`src/rtl/hopfield_spike_decoder.sv`:
```
// Rate decoder for the Hopfield spike interface: counts spikes per neuron over a window and
// emits the recalled binary pattern via valid/ready. Optional HOPFIELD_DEC_STABLE_EN adds a convergence flag.
module hopfield_spike_decoder #(
  parameter int N_NEURONS      = 7,
  parameter int WINDOW         = 16,
  parameter int THRESH         = 8,
  parameter int STABLE_WINDOWS = 3,
  localparam int AW            = $clog2(N_NEURONS + 1)
) (
  input  logic                 clk,
  input  logic                 rst_n,
  input  logic                 start,
  input  logic                 clear,
  input  logic                 continuous,
  input  logic [N_NEURONS-1:0] spikes,
  input  logic                 out_ready,
  output logic                 out_valid,
  output logic [N_NEURONS-1:0] out_pattern,
  output logic [AW-1:0]        out_active,
  output logic                 busy,
  output logic                 stable
);

  localparam int CW = $clog2(WINDOW + 1);
  localparam int WW = $clog2(WINDOW);

  typedef enum logic [1:0] {
    ST_IDLE  = 2'd0,
    ST_COUNT = 2'd1,
    ST_HOLD  = 2'd2
  } state_t;

  function automatic logic [AW-1:0] popcount(input logic [N_NEURONS-1:0] v);
    logic [AW-1:0] acc;
    acc = {AW{1'b0}};
    for (int i = 0; i < N_NEURONS; i++) begin
      acc = acc + AW'(v[i]);
    end
    return acc;
  endfunction

  state_t                          state_r, state_s;
  logic [N_NEURONS-1:0][CW-1:0]    cnt_r, cnt_s, cnt_inc_s;
  logic [WW-1:0]                   win_r, win_s;
  logic                            valid_r, valid_s;
  logic [N_NEURONS-1:0]            pattern_r, pattern_s, pat_new_s;
  logic [AW-1:0]                   active_r, active_s;
  logic                            busy_s;
  logic                            done_s;
  logic                            restart_s;

  // Next-state, counter and result logic for the decode FSM.
  always_comb begin
    state_s   = state_r;
    cnt_s     = cnt_r;
    win_s     = win_r;
    valid_s   = valid_r;
    pattern_s = pattern_r;
    active_s  = active_r;
    done_s    = 1'b0;
    restart_s = 1'b0;
    for (int i = 0; i < N_NEURONS; i++) begin
      cnt_inc_s[i] = cnt_r[i] + CW'(spikes[i]);
      pat_new_s[i] = (cnt_inc_s[i] >= CW'(THRESH));
    end
    if (clear) begin
      state_s = ST_IDLE;
      valid_s = 1'b0;
      cnt_s   = '0;
      win_s   = {WW{1'b0}};
    end else begin
      case (state_r)
        ST_IDLE: begin
          if (start) begin
            state_s   = ST_COUNT;
            cnt_s     = '0;
            win_s     = {WW{1'b0}};
            restart_s = 1'b1;
          end else begin
            state_s = ST_IDLE;
          end
        end
        ST_COUNT: begin
          cnt_s = cnt_inc_s;
          // The final sample of the window is folded in through cnt_inc_s.
          if (win_r == WW'(WINDOW - 1)) begin
            done_s    = 1'b1;
            pattern_s = pat_new_s;
            active_s  = popcount(pat_new_s);
            valid_s   = 1'b1;
            win_s     = {WW{1'b0}};
            state_s   = ST_HOLD;
          end else begin
            win_s = win_r + WW'(1);
          end
        end
        ST_HOLD: begin
          if (out_ready) begin
            valid_s = 1'b0;
            cnt_s   = '0;
            win_s   = {WW{1'b0}};
            if (continuous) begin
              state_s = ST_COUNT;
            end else begin
              state_s = ST_IDLE;
            end
          end else begin
            state_s = ST_HOLD;
          end
        end
        default: begin
          state_s = ST_IDLE;
          valid_s = 1'b0;
          cnt_s   = '0;
          win_s   = {WW{1'b0}};
        end
      endcase
    end
    busy_s = (state_s != ST_IDLE);
  end

  // State, counters and registered outputs.
  always_ff @(posedge clk or negedge rst_n) begin
    if (!rst_n) begin
      state_r   <= ST_IDLE;
      cnt_r     <= '0;
      win_r     <= {WW{1'b0}};
      valid_r   <= 1'b0;
      pattern_r <= {N_NEURONS{1'b0}};
      active_r  <= {AW{1'b0}};
      busy      <= 1'b0;
    end else begin
      state_r   <= state_s;
      cnt_r     <= cnt_s;
      win_r     <= win_s;
      valid_r   <= valid_s;
      pattern_r <= pattern_s;
      active_r  <= active_s;
      busy      <= busy_s;
    end
  end

  assign out_valid   = valid_r;
  assign out_pattern = pattern_r;
  assign out_active  = active_r;

`ifdef HOPFIELD_DEC_STABLE_EN
  localparam int SW = $clog2(STABLE_WINDOWS + 1);

  logic [N_NEURONS-1:0] prev_r, prev_s;
  logic [SW-1:0]        match_r, match_s;
  logic                 stable_r, stable_s;

  // Match history: counts identical consecutive windows, saturating.
  always_comb begin
    prev_s   = prev_r;
    match_s  = match_r;
    stable_s = stable_r;
    if (clear || restart_s) begin
      match_s  = {SW{1'b0}};
      stable_s = 1'b0;
    end else if (done_s) begin
      prev_s = pat_new_s;
      if (pat_new_s == prev_r) begin
        if (match_r == SW'(STABLE_WINDOWS)) begin
          match_s = match_r;
        end else begin
          match_s = match_r + SW'(1);
        end
      end else begin
        match_s = SW'(1);
      end
      stable_s = (match_s == SW'(STABLE_WINDOWS));
    end else begin
      stable_s = stable_r;
    end
  end

  // History registers.
  always_ff @(posedge clk or negedge rst_n) begin
    if (!rst_n) begin
      prev_r   <= {N_NEURONS{1'b0}};
      match_r  <= {SW{1'b0}};
      stable_r <= 1'b0;
    end else begin
      prev_r   <= prev_s;
      match_r  <= match_s;
      stable_r <= stable_s;
    end
  end

  assign stable = stable_r;
`else
  logic unused_s;
  assign unused_s = done_s ^ restart_s;
  assign stable   = 1'b0;
`endif

endmodule

```
`config.mk`:
```
export PLATFORM = sky130hd
export DESIGN_NAME = hopfield_spike_decoder
export DESIGN_NICKNAME = d
export VERILOG_FILES = /design/src/rtl/hopfield_spike_decoder.sv
export SDC_FILE = /design/constraint.sdc
export NUM_CORES = 1
export LEC_CHECK = 0
export ABC_AREA = 1
export CORE_ASPECT_RATIO = 1.75
export CORE_UTILIZATION = 25
export CTS_BUF_LIST = sky130_fd_sc_hd__clkbuf_8
export CTS_CLUSTER_SIZE = 10
export DETAILED_ROUTE_END_ITERATION = 10
export DONT_BUFFER_PORTS = 1
export SLEW_MARGIN = 20
export SYNTH_ARGS = -nofsm -noshare
export SYNTH_HDL_FRONTEND = slang
export SYNTH_SLANG_ARGS = --single-unit
```
`constraint.sdc`:
```
create_clock -name clk -period 4.4 [get_ports clk]
set_input_delay 1.1 -clock clk [delete_from_list [all_inputs] [get_ports clk]]
set_output_delay 1.1 -clock clk [all_outputs]
set_load 0.005 [all_outputs]
```
; Word level (Yosys, flattened, before mapping)
; Index checks and enable logic that the tools add are counted.
[totals]
regBits = 53
inputBits = 13
[op_classes]
n_addsub = 14
n_lt_le_gt_ge = 7
eq_ne = 7
mux = 19
bitwise_logic = 1
n_reduce_logical = 5
[ops]
columns = op, n
row1 = two-way mux 35 bit, 3
row2 = case mux 35 bit (3 select lines), 1
row3 = adder 5 x 1 -> 5 bit, 7
row4 = "greater-or-equal comparator 5 x 4 -> 1 bit, second input constant", 7
row5 = two-way mux 4 bit, 4
row6 = adder 3 x 1 -> 3 bit, 4
row7 = case mux 4 bit (3 select lines), 1
row8 = "!= test 3 bit, second input constant", 3
row9 = two-way mux 2 bit, 3
row10 = case mux 2 bit (3 select lines), 1
row11 = AND reduction 3 bit, 2
row12 = two-way mux 1 bit, 5
row13 = "adder 4 x 1 -> 4 bit, second input constant", 1
row14 = "== test 4 bit, second input constant", 1
row15 = adder 2 x 1 -> 3 bit, 1
row16 = case mux 1 bit (3 select lines), 1
row17 = adder 1 x 1 -> 2 bit, 1
row18 = "== test 2 x 1 -> 1 bit, second input constant", 1
row19 = "== test 2 bit, second input constant", 1
row20 = logical NOT 2 bit, 1
row21 = "!= test 2 bit, second input constant", 1
row22 = AND reduction 2 bit, 1
row23 = nonzero test 2 bit, 1
row24 = inverter 1 bit, 1

; Depth between registers and ports, before layout
; Gate-level depths: netlist of run 1.
[depth]
depth_word = 8
mapped_depth = 15
ltp_nobuf = 15

; Worst setup path before layout of run 1
; Ideal clock, no wire load.
[synth_timing]
path_kind = input-to-reg
startpoint = input port spikes[0]
endpoint = register active_r[1] (netlist: out_active[1])
setup_ns = 0.116
arrival_ns = 3.799
required_time_ns = 4.284
slack_ns = 0.484
stages = 14
path_cell_list = ha_1 > ha_1 > nand3_1 > nand2_1 > nand2_1 > nand2_1 > fa_1 > inv_1 > fa_1 > inv_1 > fa_1 > fa_1 > nand2_1 > nand2_1
[synth_between]
elab_chain_cells = 8
[synth_rtl]
columns = element, line
row1 = "start, declared", 15  ; input logic [N_NEURONS-1:0] spikes,
row2 = adder 5 x 1 -> 5 bit, 63  ; cnt_inc_s[i] = cnt_r[i] + CW'(spikes[i]);
row3 = greater-or-equal comparator 5 x 4 -> 1 bit, 64  ; pat_new_s[i] = (cnt_inc_s[i] >= CW'(THRESH));
row4 = net pat_new_s[0], 46  ; logic [N_NEURONS-1:0] pattern_r, pattern_s, pat_new_s;
row5 = adder 1 x 1 -> 2 bit, 37  ; acc = acc + AW'(v[i]);
row6 = adder 2 x 1 -> 3 bit, 37
row7 = adder 3 x 1 -> 3 bit (4 in series), 37
row8 = "end signal, assigned", 130  ; active_r <= {AW{1'b0}};
row9 = "end signal, assigned", 138  ; active_r <= active_s;
row10 = "end, declared", 47  ; logic [AW-1:0] active_r, active_s;
; The timed path passes the listed nets, and every way through them passes these cells.
; A chain may end at the register's enable or synchronous reset.

; Worst setup path in the final report of run 1
[layout_timing]
startpoint = input port spikes[3]
endpoint = register active_r[1] (netlist: out_active[1])
[layout_between]
elab_chain_cells = 6
[layout_rtl]
columns = element, line
row1 = adder 5 x 1 -> 5 bit, 63
row2 = greater-or-equal comparator 5 x 4 -> 1 bit, 64
row3 = net pat_new_s[3], 46
row4 = adder 3 x 1 -> 3 bit (4 in series), 37
; The timed path passes the listed nets, and every way through them passes these cells.

==> metrics.txt, run 1 <==
status finished, final reports clean; Yosys top cell by area dfrtp_1; maximum VDD drop 114 uV; Worst-Margin Slew 0.519 ns; Mapped Cells 331; initial antenna violation count 0; synth top area cells dfrtp_1 48%, nand2_1 20%, ha_1 6.8%; area grow syn2layout 7.23%; RD Place Congestion roughly 0.74; post-DR wirelength/cell 12.8 um; layout cells sized above 1 0.0604; Worst EP required 4.67 ns; post-synthesis adder-cell area fraction 0.0967; I/O Buffers 0; Yosys top cell area share 0.479; htree depth 2; clock latency on the worst-skew pair between 0.3 and 0.4 ns; unique cell type count in the Yosys netlist 22; I/O Pins 26; maximum clock rate 0.269 GHz; global-route wire length before repair about 10,000 um; Final setup viols 0; largest net degree at the start of global routing 54; DR pass1 iterations 4; mux share of post-synthesis cell area 0; Clk pin slew, worst setup/hold paths 0.10 ns; Synth Warn # 0; DRC errors left 0; CP max FO 3; leakage around 1.6 nW; Worst Setup Path Type primary input to flop; Filler Cell Count 1,178; die area approximately 0.012 sq mm; mapped cell area roughly 0.0028 sq mm; simple logic cell fraction of the synthesized area 0.303; Initial Util 0.257; Max clock buf depth 2; cell row count 50; Core ar. 0.0108 sq mm; syn_nets 363; chip height 141 um; Post-Syn Area per Cell 8.36 sq um; fin nets 362; Vias/cell 4.63; arrival time at the worst endpoint 3.98 ns; cts bufs inserted 5; MaxCap Viol Count 0; final cell count without fillers 461; die width 81.5 um; Power Density 286 mW/mm^2; 1st-iter DRT viols 167; routed vias about 2,100; RSZ-0062 raised after global routing false; n_diodes 0; total wire length 5880 um; count of final hold-check violations 0; hold buffers post-CTS 0; Critical Path Source Type primary input; crit path time final roughly 3.7 ns; post-CTS setup buffers 0; placed insts 453; largest family of logic cells by synthesized area simple AND/OR/NAND/NOR gates; Critical Path End Type flop; path category of the worst min-delay check primary input to asynchronous set/reset pin; Post-DP HPWL 4080 um; Clock Skew 0.0118 ns; CTS tree done; post_cts resized 0; CTS sink cnt 53; Post-DRT Antenna Nets 0; GRT Total Usage 0.113; Seq cells post-synth 53; vias in the first global route 2,083; final worst-path cycle share 0.845; post-synthesis compound-gate area fraction 0.0457; total power 0.848 mW; Slew HR 0.654; post-synthesis sequential area ratio 0.479; final setup TNS 0 ns; root buffer cell clkbuf_8; Final Max Tran Viols 0; gr ovfl total 0; xor/xnor share of the synthesized area 0.0190
## cell families after synthesis
logic type               count (synthesis)
other                                    1
AND/OR/NAND/NOR                        197
flip-flops                              53
XOR/XNOR                                 6
buffers and inverters                   32
adder cells (fa/ha/maj)                 19
AO/OA/AOI/OAI                           23
## cell usage after synthesis
master / count
o21ai_0: 19
clkbuf_1: 2
nand4_1: 15
nor2_1: 2
buf_2: 2
xor2_1: 6
ha_1: 15
conb_1: 1
nand3_1: 24
buf_4: 2
o21bai_1: 3
o21ai_2: 1
fa_1: 4
nand3_2: 1
nand2_1: 149
inv_1: 20
dfrtp_1: 53
inv_2: 3
buf_6: 3
or2_2: 3
nor2_2: 1
nor2_4: 2
## report_power, final
group,switching (mW),leakage (nW),internal [mW]
Sequential,0.00863,0.712,0.498
Combinational,0.0299,0.800,0.0123
Clock,0.171,0.0512,0.128
## layout make-up
type | instances | area, sq um | share of cell area
multi-input combinational | 246 | 1290 | 0.434
sequential | 53 | 1330 | 0.447
clock inverter | 2 | 13.8 | 0.00464
clock buffer | 6 | 82.6 | 0.0278
timing repair buffer | 1 | 7.51 | 0.00253
inverter | 23 | 86.3 | 0.0291
tap | 130 | 163 | 0.0548
## layout by cell type, fill, tap and decap left out, drive strengths merged
master / count
clkbuf: 6
or2: 3
buf: 1
clkinv: 2
nor2: 5
fa: 4
o21ai: 20
nand3: 25
nand4: 15
ha: 15
o21bai: 3
dfrtp: 53
inv: 23
conb: 1
xor2: 6
nand2: 149
## path summary, 6_finish.rpt
kind,start,end,slack (ns),depth (start not counted)
max,spikes[3],out_active[1],0.68,14
min,rst_n,out_pattern[4],0.46,0
max reg2reg,cnt_r[15],out_active[1],1.07,14
min reg2reg,cnt_r[5],cnt_r[5],0.48,2
max in group asynchronous,rst_n,cnt_r[8],3.80,0
min in group clk,cnt_r[5],cnt_r[5],0.48,2
## routing by layer
metal  up-vias  GRT usage  part of all wire
li1       1054          -                 -
met1      1032      0.129              0.42
met2        33      0.198              0.52
met3        14     0.0201             0.027
met4         0     0.0517             0.033
met5         -          0                 0
## metrics by stage
stage          hold slack [ns]   util  area, sq um  worst slack [ns]
2_1_floorplan            0.446      -         2770             0.484
3_3_place_gp             0.458  0.267         2870             0.375
3_5_place_dp             0.466  0.267         2870             0.355
4_1_cts                  0.453  0.276         2970             0.687
5_1_grt                  0.445  0.276         2970             0.540
6_report                 0.459  0.276         2970             0.684
## critical path: stages
cell      delay [ns]
ha_1            0.21
ha_1            0.23
nand2_1         0.08
o21bai_1        0.06
nand2_1         0.07
nand2_1         0.12
fa_1            0.53
inv_1           0.05
fa_1            0.47
inv_1           0.05
fa_1            0.40
fa_1            0.49
nand2_1         0.05
nand2_1         0.07
## registers in the layout (all words and copies together) (netlist names)
register	cells
out_pattern	7
state_r	2
cnt_r	35
out_valid	1
win_r	4
out_active	3
busy	1
Power figures use the tool's default switching activity.
==> run 2, diff against run 1 <==
==> constraint.sdc (replaced) <==
create_clock -name clk -period 3.41 [get_ports clk]
set_input_delay 0.8525 -clock clk [delete_from_list [all_inputs] [get_ports clk]]
set_output_delay 0.8525 -clock clk [all_outputs]
set_load 0.005 [all_outputs]
==> run 2 against run 1 <==
Compared with the run above: largest power group unchanged; flip-flop and latch count unchanged; first-iteration DRC count down 55%; critical endpoint unchanged; highest routed layer unchanged; hold slack worse by 0.25 ns; cell count up 1.5%.
==> metrics.txt, run 2 (synthesis gave the netlist of run 1 again) <==
final setup TNS 0 ns (unchanged); I/O Pins 26 (unchanged); Worst EP required 3.68 ns (-0.99 ns); slowest cell delay on critical path 0.53 ns (about the same); leakage 1.59 nW (+1.7%); fin nets 369 (+1.9%); layout cells sized above 1 0.107 (+0.0461); internal power 0.828 mW (+30%); MaxCap Viol Count 0 (unchanged); maximum VDD drop 136 uV (+19%); DRC errors left 0 (unchanged); 1st-iter DRT viols 75 (-55%); global-route wire length before repair 10,400 um (+3.6%); final worst-path cycle share 0.939; CP max FO 3 (unchanged); Slowest cell on crit path fa_1; routed vias 2,096 (-1.7%); GRT Total Usage 0.118 (+0.00516); cts bufs inserted 5 (unchanged); gr ovfl total 0 (unchanged); largest net degree at the start of global routing 54 (unchanged); Post-DP HPWL 4240 um (+3.8%); die area 0.0115 sq mm (unchanged); DR pass1 iterations 4 (unchanged); final cell count without fillers 468 (+1.5%); CTS sink cnt 53 (unchanged); Psw 0.268 mW (+28%); placed insts 460 (+1.5%); max FFs per register 35 (unchanged); Slew HR 0.537 (-0.117); hold buffers post-CTS 0 (unchanged); post-CTS setup buffers 0 (unchanged); vias in the first global route 2,182 (+4.8%); arrival time at the worst endpoint 3.47 ns (-0.51 ns); crit path time final 3.20 ns; most frequent cells in the layout 147 x nand2_1, 53 x dfrtp_1, 24 x nand3_1; I/O Buffers 0 (unchanged); count of final hold-check violations 0 (unchanged); most common cell after layout, fill and taps aside nand2_1; chip height 141 um (unchanged); htree depth 2 (unchanged); Initial Util 0.257 (unchanged); Power Density 352 mW/mm^2 (+23%); CTS tree done; root buffer cell clkbuf_8; Vias/cell 4.48 (-3.2%); post_cts resized 0 (unchanged); Post-DRT Antenna Nets 0 (unchanged); area post-placement 0.00302 sq mm (+5.1%); n_diodes 0 (unchanged); Sequential Power Share 0.597 (about the same); Critical Path End Type flop; Most Frequent Cell on Critical Path nand2_1; post-DR wirelength/cell 12.6 um (-1.4%); Worst-Margin Slew 0.695 ns (+0.176 ns); Max clock buf depth 2 (unchanged); status finished, final reports clean; Sw Ratio 0.244 (-0.00288); worst hold margin 0.214 ns (-0.246 ns); Largest Register cnt_r; Worst Setup Path Type primary input to flop; Final Max Tran Viols 0 (unchanged); total wire length 5890 um (+0.14%); RD Place Congestion 0.758 (+2.1%); Final setup viols 0 (unchanged); Core ar. 0.0108 sq mm (unchanged); RSZ-0062 raised after global routing false; path category of the worst min-delay check primary input to asynchronous set/reset pin; Final Instance Area 0.00312 sq mm (+5.0%); Clk pin slew, worst setup/hold paths 0.10 ns (about the same); area grow syn2layout 12.6%; cell row count 50 (unchanged); die width 81.5 um (unchanged); initial antenna violation count 0 (unchanged); Clock Skew 0.0117 ns (-0.0000811 ns); crit-path cells ha_4 -> ha_4 -> nand3_1 -> nand2_1 -> nand2_1 -> nand2_2 -> fa_1 -> inv_1 -> fa_1 -> inv_1 -> fa_2 -> fa_1 -> nand2_1 -> nand2_1; maximum clock rate 0.312 GHz; clock latency on the worst-skew pair 0.32 ns (about the same); Reg2Reg Setup Slack 0.30 ns (-0.77 ns); Critical Path Source Type primary input; Clock power frac 0.348 (-0.005); Logic pwr share 0.055 (+0.005)
[run 2: area by class of cell]
class	instances	area [sq um]
fillers	1149	7640
inverters	23	86.3
well taps	130	163
multi-input cells	246	1370
repair buffers	8	72.6
flip-flops and latches	53	1330
clock buffers	6	82.6
clock inverters	2	13.8
[run 2: critical path, delay by kind of cell]
| family | cells | cell delay (ns) |
|---|---|---|
| buffers and inverters | 2 | 0.10 |
| adder cells (fa/ha/maj) | 6 | 2.12 |
| AND/OR/NAND/NOR | 6 | 0.40 |
[run 2: power groups by stage]
stage	sequential (mW)	combinational [mW]	clock, mW
detailed placement	0.668	0.0614	0
global placement	0.667	0.0602	0
CTS	0.655	0.0618	0.398
floorplan	0.664	0.0472	0
global route	0.656	0.0708	0.420
finish	0.654	0.0601	0.382
[run 2: worst paths after layout]
check	startpoint	to	depth (start not counted)
max	spikes[0]	out_active[1]	14
min	rst_n	out_pattern[3]	0
max reg2reg	cnt_r[0]	out_active[1]	14
min reg2reg	cnt_r[30]	cnt_r[30]	2
max in group asynchronous	rst_n	cnt_r[12]	0
min in group clk	cnt_r[30]	cnt_r[30]	2
[run 2: per-layer routing]
| layer | track usage | part of all wire | vias up |
|---|---|---|---|
| met5 | 0 | 0 | - |
| met4 | 0.0508 | 0.023 | 0 |
| met1 | 0.129 | 0.41 | 996 |
| met3 | 0.0265 | 0.037 | 10 |
| li1 | - | - | 1068 |
| met2 | 0.211 | 0.53 | 22 |
[run 2: per-stage QoR]
step	utilization	worst slack (ns)	total power, mW
4_1_cts	0.290	0.197	1.11
3_5_place_dp	0.281	-0.151	0.729
2_1_floorplan	-	-0.0423	0.711
6_report	0.290	0.209	1.10
3_3_place_gp	0.281	-0.115	0.727
5_1_grt	0.290	0.0689	1.15
==> run 3, diff against run 2 <==
--- a/config.mk
+++ b/config.mk
@@ -7,11 +7,13 @@
 export LEC_CHECK = 0
 export ABC_AREA = 1
 export CORE_ASPECT_RATIO = 1.75
+export CORE_MARGIN = 2
 export CORE_UTILIZATION = 25
 export CTS_BUF_LIST = sky130_fd_sc_hd__clkbuf_8
 export CTS_CLUSTER_SIZE = 10
 export DETAILED_ROUTE_END_ITERATION = 10
 export DONT_BUFFER_PORTS = 1
+export SETUP_SLACK_MARGIN = 0.1
 export SLEW_MARGIN = 20
 export SYNTH_ARGS = -nofsm -noshare
 export SYNTH_HDL_FRONTEND = slang
==> run 3 against run 2 <==
Compared with the run above: die area rose by 3.9%; non-clock buffer count did not move; critical path depth did not move; clock skew barely moved; total power rose by 0.22%; sequential power barely moved; clock-buffer cell count did not move; fmax fell by 0.84%; critical endpoint unchanged.
==> metrics.txt, run 3 (synthesis gave the netlist of run 1 again) <==
MaxCap Viol Count 0 (unchanged); 1st-iter DRT viols 118 (+57%); chip height 143 um (+1.4%); Max clock buf depth 2 (unchanged); htree depth 2 (unchanged); crit path time final 3.23 ns (+0.0273 ns); Worst Setup Path Type primary input to flop; I/O Buffers 0 (unchanged); worst hold margin 0.214 ns (+0.000712 ns); count of final hold-check violations 0 (unchanged); Core ar. 0.0108 sq mm (unchanged); total wire length 5980 um (+1.4%); RSZ-0062 raised after global routing true; leakage 1.59 nW (about the same); post-DR wirelength/cell 12.8 um (+1.4%); Final Instance Area 0.00312 sq mm (about the same); Largest Register cnt_r; Worst EP required 3.68 ns (about the same); max FFs per register 35 (unchanged); DR pass1 iterations 4 (unchanged); Power Density 352 mW/mm^2 (+0.14%); cts bufs inserted 5 (unchanged); GRT Total Usage 0.106 (-0.0119); Final setup viols 0 (unchanged); layout cells sized above 1 0.109 (+0.00296); Filler Cell Count 1,166 (+1.5%); CTS sink cnt 53 (unchanged); arrival time at the worst endpoint 3.49 ns (+0.02 ns); footprint of the multi-input gates 0.00137 sq mm (+0.18%); initial antenna violation count 0 (unchanged); die width 83.5 um (+2.5%); die area 0.0120 sq mm (+3.9%); most frequent cells in the layout 146 x nand2_1, 53 x dfrtp_1, 24 x nand3_1; RD Place Congestion 0.759 (+0.18%); n_diodes 0 (unchanged); Clk pin slew, worst setup/hold paths 0.10 ns (about the same); CTS tree done; routed vias 2,111 (+0.72%); Vias/cell 4.51 (+0.72%); Critical Path End Type flop; most common cell after layout, fill and taps aside nand2_1; status finished, final reports clean; clock latency on the worst-skew pair 0.32 ns (about the same); Post-Route Utilization 0.290 (about the same); cell row count 50 (unchanged); Post-DP HPWL 4310 um (+1.8%); maximum clock rate 0.310 GHz (-0.84%); Critical Path Source Type primary input; path category of the worst min-delay check primary input to asynchronous set/reset pin; gr ovfl total 0 (unchanged); Final Max Tran Viols 0 (unchanged); Clock Skew 0.0120 ns (+0.000307 ns); hold buffers post-CTS 0 (unchanged); CP max FO 3 (unchanged); Slew HR 0.609 (+0.0720); FF/Latch Area 0.00133 sq mm (unchanged); Initial Util 0.257 (unchanged); Post-DRT Antenna Nets 0 (unchanged); final worst-path cycle share 0.947 (+0.00800); setup ws final 0.182 ns (-0.0273 ns); final setup TNS 0 ns (unchanged); vias in the first global route 2,094 (-4.0%); DRC errors left 0 (unchanged); area post-placement 0.00302 sq mm (unchanged); Worst-Margin Slew 0.587 ns (-0.108 ns); fin nets 369 (unchanged); largest net degree at the start of global routing 54 (unchanged); global-route wire length before repair 10,100 um (-2.5%); I/O Pins 26 (unchanged); root buffer cell clkbuf_8; maximum VDD drop 146 uV (+7.5%); Reg2Reg Setup Slack 0.28 ns (-0.02 ns); Setup WS pre-CTS -0.151 ns (+0.000521 ns); area grow syn2layout 12.7% (about the same)
[run 3: changes by cell type in the layout (fill, tap and decap cells not counted)]
cell and change:
nand2_1 -1, nand2_2 +1
[run 3: power by group]
| part | switching (mW) | internal [mW] | total [mW] |
|---|---|---|---|
| logic | 0.0396 | 0.0207 | 0.0603 |
| registers | 0.0117 | 0.643 | 0.654 |
| clock network | 0.219 | 0.165 | 0.384 |
[run 3: metal layers]
metal / routed length [um] / track usage / up-vias / share of wire
met5: 0 / 0 / - / 0
li1: - / - / 1069 / -
met2: 3290 / 0.197 / 34 / 0.55
met3: 279 / 0.0312 / 6 / 0.047
met4: 70 / 0.0340 / 0 / 0.012
met1: 2340 / 0.116 / 1002 / 0.39
[run 3: what timing repair did]
action / CTS / global route
resized for setup: 0 / 1
endpoints found under the setup margin: 0 / 2
hold endpoints to repair: 0 / 0
setup buffers: 0 / 0
[run 3: worst paths after layout]
check                                end  startpoint  cells after the start
setup / recovery           out_active[1]   spikes[0]                     14
hold / removal                  cnt_r[4]       rst_n                      0
setup reg to reg           out_active[1]    cnt_r[0]                     14
hold reg to reg                cnt_r[25]   cnt_r[25]                      2
max in group asynchronous      cnt_r[10]       rst_n                      0
min in group clk               cnt_r[25]   cnt_r[25]                      2
[run 3: cell type report]
cell class	instances	area share
Clock buffer	6	0.0265
Clock inverter	2	0.00441
Inverter	23	0.0277
Multi-Input combinational cell	246	0.441
Sequential cell	53	0.425
Tap cell	130	0.0522
Timing Repair Buffer	8	0.0233
[run 3: critical path: stages]
cell and delay [ns]:
ha_4 0.15, ha_4 0.16, nand3_1 0.07, nand2_1 0.07
nand2_2 0.07, nand2_2 0.07, fa_1 0.53, inv_1 0.05
fa_1 0.48, inv_1 0.05, fa_2 0.34, fa_1 0.49
nand2_1 0.05, nand2_1 0.06
[run 3: per-stage QoR]
step	cells	total power, mW
3_5_place_dp	460	0.729
6_report	468	1.10
3_3_place_gp	460	0.727
2_1_floorplan	331	0.711
4_1_cts	468	1.12
5_1_grt	468	1.16
